==> src/rtl/systolic_cmd_sequencer.sv <==
// Command sequencer for the systolic PE chain.
// The host issues load-weight, load-bias, compute and drain commands.
// Operand bytes pass straight through to the shared array bus.
// Per-PE strobes and enables are decoded from the current state and counters.
// Drained accumulators leave as low byte then high byte, with backpressure.
module systolic_cmd_sequencer #(
   parameter int NUM_PE = 4,
   parameter int DATA_W = 8,
   parameter int ACC_W  = 16,
   parameter int LEN_W  = 4,
   localparam int SEL_W = (NUM_PE > 1) ? $clog2(NUM_PE) : 1
) (
   input  logic              clk,
   input  logic              rst_n,
   input  logic              i_cmd_valid,
   output logic              o_cmd_ready,
   input  logic [1:0]        i_cmd_op,
   input  logic [LEN_W-1:0]  i_cmd_len,
   input  logic              i_abort,
   input  logic              i_in_valid,
   output logic              o_in_ready,
   input  logic [DATA_W-1:0] i_in_data,
   output logic [DATA_W-1:0] o_op_data,
   output logic [NUM_PE-1:0] o_pe_weight_en,
   output logic [NUM_PE-1:0] o_pe_bias_en,
   output logic [NUM_PE-1:0] o_pe_acc_en,
   output logic [SEL_W-1:0]  o_drain_sel,
   input  logic [ACC_W-1:0]  i_acc_in,
   output logic              o_out_valid,
   input  logic              i_out_ready,
   output logic [DATA_W-1:0] o_out_data,
   output logic              o_busy,
   output logic              o_done
);

   // The step counter must reach L+NUM_PE-2, where L can be as large as 2^LEN_W.
   localparam int CNT_W = $clog2((1 << LEN_W) + NUM_PE) + 1;

   typedef enum logic [2:0] {
      S_IDLE,
      S_LOAD_W,
      S_LOAD_B,
      S_COMPUTE,
      S_DR_CAP,
      S_DR_LO,
      S_DR_HI
   } state_t;

   state_t           r_state;
   logic [SEL_W-1:0] r_idx;
   logic [CNT_W-1:0] r_t;
   logic [CNT_W-1:0] r_len;
   logic [ACC_W-1:0] r_hold;

   logic              w_abort;
   logic              w_loading;
   logic              w_lastIdx;
   logic              w_feedPhase;
   logic [CNT_W-1:0]  w_lastT;
   logic              w_inReady;
   logic              w_beat;
   logic              w_computeStep;
   logic              w_outValid;
   logic              w_outFire;
   logic              w_loadDone;
   logic              w_computeDone;
   logic              w_drainDone;
   logic [NUM_PE-1:0] w_idxOneHot;
   logic [NUM_PE-1:0] w_accEn;

   // Abort matters only while a command is in flight.
   assign w_abort       = i_abort && (r_state != S_IDLE);
   assign w_loading     = (r_state == S_LOAD_W) || (r_state == S_LOAD_B);
   assign w_lastIdx     = (r_idx == SEL_W'(NUM_PE - 1));
   assign w_feedPhase   = (r_t < r_len);
   assign w_lastT       = (r_len + CNT_W'(NUM_PE)) - CNT_W'(2);

   // During the abort cycle the array is isolated from the byte streams.
   assign w_inReady     = !w_abort && (w_loading || ((r_state == S_COMPUTE) && w_feedPhase));
   assign w_beat        = w_inReady && i_in_valid;
   assign w_computeStep = (r_state == S_COMPUTE) && !w_abort && (!w_feedPhase || i_in_valid);
   assign w_outValid    = ((r_state == S_DR_LO) || (r_state == S_DR_HI)) && !w_abort;
   assign w_outFire     = w_outValid && i_out_ready;

   assign w_loadDone    = w_loading && w_beat && w_lastIdx;
   assign w_computeDone = w_computeStep && (r_t == w_lastT);
   assign w_drainDone   = (r_state == S_DR_HI) && w_outFire && w_lastIdx;

   assign w_idxOneHot   = NUM_PE'(1) << r_idx;

   // PE i sees stream element t-i, so it accumulates while 0 <= t-i < L.
   always_comb begin
      w_accEn = '0;
      if (w_computeStep) begin
         for (int i = 0; i < NUM_PE; i++) begin
            w_accEn[i] = (r_t >= CNT_W'(i)) && (r_t < (CNT_W'(i) + r_len));
         end
      end
   end

   assign o_cmd_ready    = (r_state == S_IDLE);
   assign o_busy         = (r_state != S_IDLE);
   assign o_in_ready     = w_inReady;
   assign o_op_data      = i_in_data;
   assign o_pe_weight_en = ((r_state == S_LOAD_W) && w_beat) ? w_idxOneHot : '0;
   assign o_pe_bias_en   = ((r_state == S_LOAD_B) && w_beat) ? w_idxOneHot : '0;
   assign o_pe_acc_en    = w_accEn;
   assign o_drain_sel    = (r_state == S_DR_CAP) ? r_idx : '0;
   assign o_out_valid    = w_outValid;
   assign o_out_data     = (r_state == S_DR_HI) ? r_hold[ACC_W-1:DATA_W] : r_hold[DATA_W-1:0];
   assign o_done         = w_loadDone || w_computeDone || w_drainDone;

   // Command FSM: accept in IDLE, advance per beat, step or handshake, and drop back to IDLE on completion or abort.
   always_ff @(posedge clk or negedge rst_n) begin
      if (!rst_n) begin
         r_state <= S_IDLE;
         r_idx   <= '0;
         r_t     <= '0;
         r_len   <= '0;
         r_hold  <= '0;
      end else if (w_abort) begin
         r_state <= S_IDLE;
         r_idx   <= '0;
         r_t     <= '0;
      end else begin
         case (r_state)
            S_IDLE: begin
               if (i_cmd_valid) begin
                  r_idx <= '0;
                  r_t   <= '0;
                  r_len <= CNT_W'(i_cmd_len) + CNT_W'(1);
                  case (i_cmd_op)
                     2'b00:   r_state <= S_LOAD_W;
                     2'b01:   r_state <= S_LOAD_B;
                     2'b10:   r_state <= S_COMPUTE;
                     default: r_state <= S_DR_CAP;
                  endcase
               end
            end
            S_LOAD_W, S_LOAD_B: begin
               if (w_beat) begin
                  if (w_lastIdx) begin
                     r_state <= S_IDLE;
                     r_idx   <= '0;
                  end else begin
                     r_idx <= r_idx + SEL_W'(1);
                  end
               end
            end
            S_COMPUTE: begin
               if (w_computeStep) begin
                  if (r_t == w_lastT) begin
                     r_state <= S_IDLE;
                     r_t     <= '0;
                  end else begin
                     r_t <= r_t + CNT_W'(1);
                  end
               end
            end
            S_DR_CAP: begin
               r_hold  <= i_acc_in;
               r_state <= S_DR_LO;
            end
            S_DR_LO: begin
               if (i_out_ready) begin
                  r_state <= S_DR_HI;
               end
            end
            S_DR_HI: begin
               if (i_out_ready) begin
                  if (w_lastIdx) begin
                     r_state <= S_IDLE;
                     r_idx   <= '0;
                  end else begin
                     r_idx   <= r_idx + SEL_W'(1);
                     r_state <= S_DR_CAP;
                  end
               end
            end
            default: begin
               r_state <= S_IDLE;
            end
         endcase
      end
   end

endmodule
==> config.mk <==
export PLATFORM = sky130hd
export DESIGN_NAME = systolic_cmd_sequencer
export DESIGN_NICKNAME = d
export VERILOG_FILES = /design/src/rtl/systolic_cmd_sequencer.sv
export SDC_FILE = /design/constraint.sdc
export NUM_CORES = 1
export LEC_CHECK = 0
export ABC_AREA = 0
export BUFFER_PORTS_ARGS = -buffer_cell sky130_fd_sc_hd__buf_2
export CAP_MARGIN = 15
export CORE_MARGIN = 2
export CORE_UTILIZATION = 45
export DETAILED_ROUTE_END_ITERATION = 10
export HOLD_SLACK_MARGIN = 0.1
export PLACE_DENSITY = 0.7
export SYNTH_ARGS = -nofsm -noshare
export SYNTH_HDL_FRONTEND = slang
export SYNTH_SLANG_ARGS = --single-unit
==> constraint.sdc <==
create_clock -name clk -period 2.79 [get_ports clk]
set_input_delay 0.1395 -clock clk [delete_from_list [all_inputs] [get_ports clk]]
set_output_delay 0.1395 -clock clk [all_outputs]
set_load 0.05 [all_outputs]
# ---- Word-level counts from Yosys, hierarchy flattened
# Cells that the tools add are included.
dict set report totals {
  in_bits 36
  word_cells 105
  output_inout_bits 35
  reg_bits 33
}
dict set report op_classes {
  addsub 8
  n_mux 27
  order_cmp 8
  n_reduce_logical 38
  n_eq_ne 17
  shift 1
  n_bitwise 1
}
# cell count
set ops {}
lappend ops {{$mux 3} 9}
lappend ops {{$lt 6x6->1} 4}
lappend ops {{$mux 6} 4}
lappend ops {{$logic_and 1x1->1} 19}
lappend ops {{$pmux 3 s6} 1}
lappend ops {{$ne 3x3->1 const B} 5}
lappend ops {{$add 2x6->6 const A} 2}
lappend ops {{$ge 6x1->1 const B} 2}
lappend ops {{$ge 6x2->1 const B} 2}
lappend ops {{$mux 2} 6}
lappend ops {{$mux 4} 3}
lappend ops {{$pmux 6 s2} 1}
lappend ops {{$eq 3x3->1 const B} 3}
lappend ops {{$pmux 3 s3} 1}
lappend ops {{$mux 8} 1}
lappend ops {{$reduce_and 7->1} 1}
lappend ops {{$add 1x6->6 const A} 1}
lappend ops {{$add 6x1->6 const B} 1}
lappend ops {{$add 6x3->6 const B} 1}
lappend ops {{$eq 3x2->1 const B} 2}
lappend ops {{$eq 6x6->1} 1}
lappend ops {{$logic_or 1x1->1} 6}
lappend ops {{$ne 3x2->1 const B} 2}
lappend ops {{$pmux 2 s3} 1}
lappend ops {{other kinds (17)} 21}

# ---- Logic depth before layout (Yosys ltp)
dict set report logic_depth {
  depth_word 9
  ltp_mapped 9
  mapped_depth_nobuf 8
}

# ---- Worst setup path after synthesis
# OpenSTA, ideal clock, no wires.
dict set report synth_path {
  kind {reg-to-output}
  startpoint {register r_len[3]}
  endpoint {output o_pe_acc_en[2]}
  t_arrival_ns 4.070
  path_slack_ns -1.419
  required_time_ns 2.651
  path_buffers 1
  path_stages_with_launch 9
  cell_sequence {dfrtp_1 > clkbuf_1 > inv_1 > ha_1 > a21oi_1 > or3b_1 > nand3_1 > nand2_1 > a2111oi_0}
}
dict set report synth_via {
  elab_chain_len 5
  elab_cells_between_ends 8
  classes_between {add/sub (1); order compare (2); mux (1); reduce/logical (4)}
}
# element line_no
set synth_lines {}
lappend synth_lines {{start: declaration} 52} ;# logic [CNT_W-1:0] r_len;
lappend synth_lines {{start signal: assignment} 131} ;# r_len <= CNT_W'(i_cmd_len) + CNT_W'(1);
lappend synth_lines {{branches (longest 4 deep; another with $add 2x6->6)} --}
lappend synth_lines {{$mux 4 *} 94} ;# if (w_computeStep) begin
lappend synth_lines {{end: declaration} 26} ;# output logic [NUM_PE-1:0] o_pe_acc_en,
# Every way passes the cells marked *.

# ---- Worst setup path in the final report
# Ends and elaborated chain as after synthesis.

==> results.md <==
- Layout cells sized above 1: 31.0%
- I/O Buffers: 54
- Seq pwr share: roughly 28%
- Die area: about 6600 sq um
- Worst setup path category: flop to output pin
- Critical Path RT: 2650 ps
- All-layer global routing usage: between 20 and 25%
- Net Count, Synth: 355
- Worst path bufs/invs: 2
- Initial antenna violation count: 0
- Layout Area Growth over Synthesis: 25.6%
- First-pass GRT wire length: around 10,000 um
- TritonCTS clock tree: done
- Initial Util: between 40% and 50%
- Mean post-synth cell area: about 9.5 sq um
- Post-route DRC: 0
- CP endpoint kind: output pin
- Vias in the first global route: about 2,200
- Routed vias: 2,325
- Worst Tran Pin Value: 768 ps
- Final ANT Viol Nets: 0
- Post-route cell area: 3350 sq um
- Worst vdd ir: around 0.80 mV
- Chip Height: 81.0 um
- Cell family with most CP delay: simple AND/OR/NAND/NOR gates
- Final setup viols: 0
- Layout Nets: 425
- FMAX: about 390 MHz
- Sequential fraction of the synthesis area: a little under a third
- Power Density: 899 nW/um^2
- H-tree levels: 2
- Post-synth EDFFs: 0
- Drt initial violations: 178
- Clock sink count: 32
- Row cnt: 28
- Ys Warns: 0
- Vias per inst: approximately 5.4
- Period Utilization, post-route: 93.0%
- GR Overflow Total: 0
- Netlist cell types: between 40 and 50
- Area of placed instances: roughly 3000 sq um
- DP Wirelength: 4600 um
- Fin. max-slew vios: 0
- Clk slew on worst S/H paths: approximately 60 ps
- RSZ-0062 raised after global routing: false
- CP max stage delay: 440 ps
- Final wirelength: 6160 um
- Final worst path period need: approximately 2600 ps
- Combinational Power Share: a little under three fifths
- Internal: 1.59 mW
- Max-Cap Viols: 0
- Clk buf depth: 2
- Synth Register Bits: 32
- Clk_lat worst skew: ~280 ps
- Ys flop type: dfrtp_1
- Post-synthesis cell area: 2670 sq um
- Fin. Hold Viols: 0
- Slew margin rel.: between 40 and 50%
- CTS root buf: clkbuf_8
- Hold Crit Class: primary input to flop
- First-pass DRT Iterations: 4
- Cell count after synthesis: between 200 and 300
- Clock buffer count from CTS: 5
- Die Width: 81.0 um
- Critical path's slowest cell: dfrtp_2
- Startpoint Class: flop
- Clk_skew: 6.80 ps
- # IOs: between 70 and 80
- FILL cells: around 540
- CP arrival: roughly 2500 ps
- Pin count of the biggest net entering global routing: 33
- Sum Neg Setup Slack: 0 ps
- NetSw: around 1.4 mW
- Post-Place Cells: roughly 400
- Post-Layout Cell Count: 427
- Leakage: around 1.6 nW
- Switch share: 47.2%
- Async SR Flop Fraction: between 90% and 100%
- Crit-path cells: inv_1, ha_1, a21oi_1, or3b_1, nand3_1, nand2_2, a2111oi_4, buf_4
- Clk pwr share: between 10% and 20%
- Drt wl/cell: between 10 and 15 um
- Ant. Diodes: 0
- Core outline area: ~5800 sq um
- Outcome: finished, final reports clean
- RePlAce Congestion: 0.841
- CP Max Fanout: 8
==> sequential cells by signal, summed over array words and instances, names as in the netlist <==
name	cells
r_state	3
r_len	5
r_t	6
r_hold	16
r_idx	2
==> metrics by stage <==
step	util [%]	hold slack, ps	worst slack [ps]	power (mW)
floorplan	-	-156	-56.1	2.17
global placement	51.7	239	216	2.45
detailed placement	51.7	240	176	2.49
CTS	56.5	102	3.58	2.96
global route	57.6	130	4.64	3.26
finish	57.6	122	197	3.01
==> routing by layer <==
metal | share of wire, % | track usage (%) | up-vias
met1 | 44 | 25.9 | 1098
met5 | 0 | 0 | -
li1 | - | - | 1146
met4 | 1.0 | 4.58 | 0
met3 | 5.6 | 4.00 | 11
met2 | 49 | 34.8 | 70
==> power by group through the flow <==
stage	registers (mW)	logic, mW	clock network [mW]
2_1_floorplan	0.748	1.43	0
6_report	0.850	1.73	0.434
3_5_place_dp	0.853	1.64	0
3_3_place_gp	0.840	1.62	0
5_1_grt	0.881	1.91	0.466
4_1_cts	0.845	1.67	0.444
==> area by class of cell <==
| type | count | area, sq um | share of cell area (%) |
|---|---|---|---|
| Timing Repair Buffer | 77 | 502 | 15.0 |
| Clock buffer | 6 | 72.6 | 2.17 |
| Sequential cell | 32 | 805 | 24.0 |
| Inverter | 17 | 63.8 | 1.91 |
| Tap cell | 75 | 93.8 | 2.80 |
| Multi-Input combinational cell | 218 | 1780 | 53.1 |
| Clock inverter | 2 | 35.0 | 1.05 |
==> final timing paths <==
kind	from	to	slack (ps)	depth (start not counted)
hold / removal	i_cmd_len[0]	r_len[0]	120	2
max in group asynchronous	rst_n	r_len[3]	1810	2
setup / recovery	r_len[3]	o_pe_acc_en[2]	200	8
hold reg to reg	r_hold[6]	r_hold[6]	510	1
setup reg to reg	r_len[2]	r_state[1]	200	8
min in group asynchronous	rst_n	r_hold[4]	460	2
==> cells by family (layout without fill, tap and decap cells) <==
kind of cell | after synthesis | count (layout) | share of synthesized area, %
fa+ha+maj | 38 | 38 | 17.8
xor+xnor | 10 | 10 | 3.29
buf+inv | 31 | 102 | 5.82
mux | 28 | 28 | 11.8
flops | 32 | 32 | 30.0
simple gates | 83 | 83 | 16.9
compound gates | 59 | 59 | 14.3
==> layout by cell type (no fill, tap or decap), types with 2 or more instances in the layout <==
cell type and n:
nand3_1 13, nor3_1 3, a2111oi_4 2, nand2b_1 4, nor2_1 15, nand2_1 16
nand4_1 4, ha_1 38, a21oi_1 18, and2_1 10, nor2b_1 2, a21o_1 3
o21ai_0 11, buf_2 49, and3_1 4, clkbuf_8 5, dlygate4sd3_1 17, xor2_1 2
xnor2_1 8, dfrtp_1 29, buf_4 9, dfrtp_2 3, o31ai_1 9, inv_1 16
nor3b_1 2, mux2_2 26, nor3_2 2
==> timing repair <==
item	CTS	global route
endpoints found under the setup margin	5	13
buffers inserted	0	4
resized for setup	4	12
pin swaps	0	3
hold buffers	16	1
hold endpoints to repair	47	1
==> cells in the mapped netlist (2+ instances only) <==
cell	number	area [sq um]
mux2_2	26	293
xor2_1	2	17.5
nor3b_1	2	15.0
nor2_1	15	56.3
nand2b_1	4	25.0
nand4_1	4	25.0
a2111oi_0	3	26.3
nor3_1	4	20.0
a21oi_1	18	90.1
buf_4	9	67.6
a21o_1	3	22.5
dfrtp_1	32	801
inv_1	16	60.1
and3_1	4	25.0
nand2_1	17	63.8
nor2b_1	2	12.5
xnor2_1	8	70.1
ha_1	38	475
nand3_1	13	65.1
o31ai_1	9	67.6
o21ai_0	12	60.1
buf_2	4	20.0
and2_1	10	62.6
(Power assumes the default switching activity.)
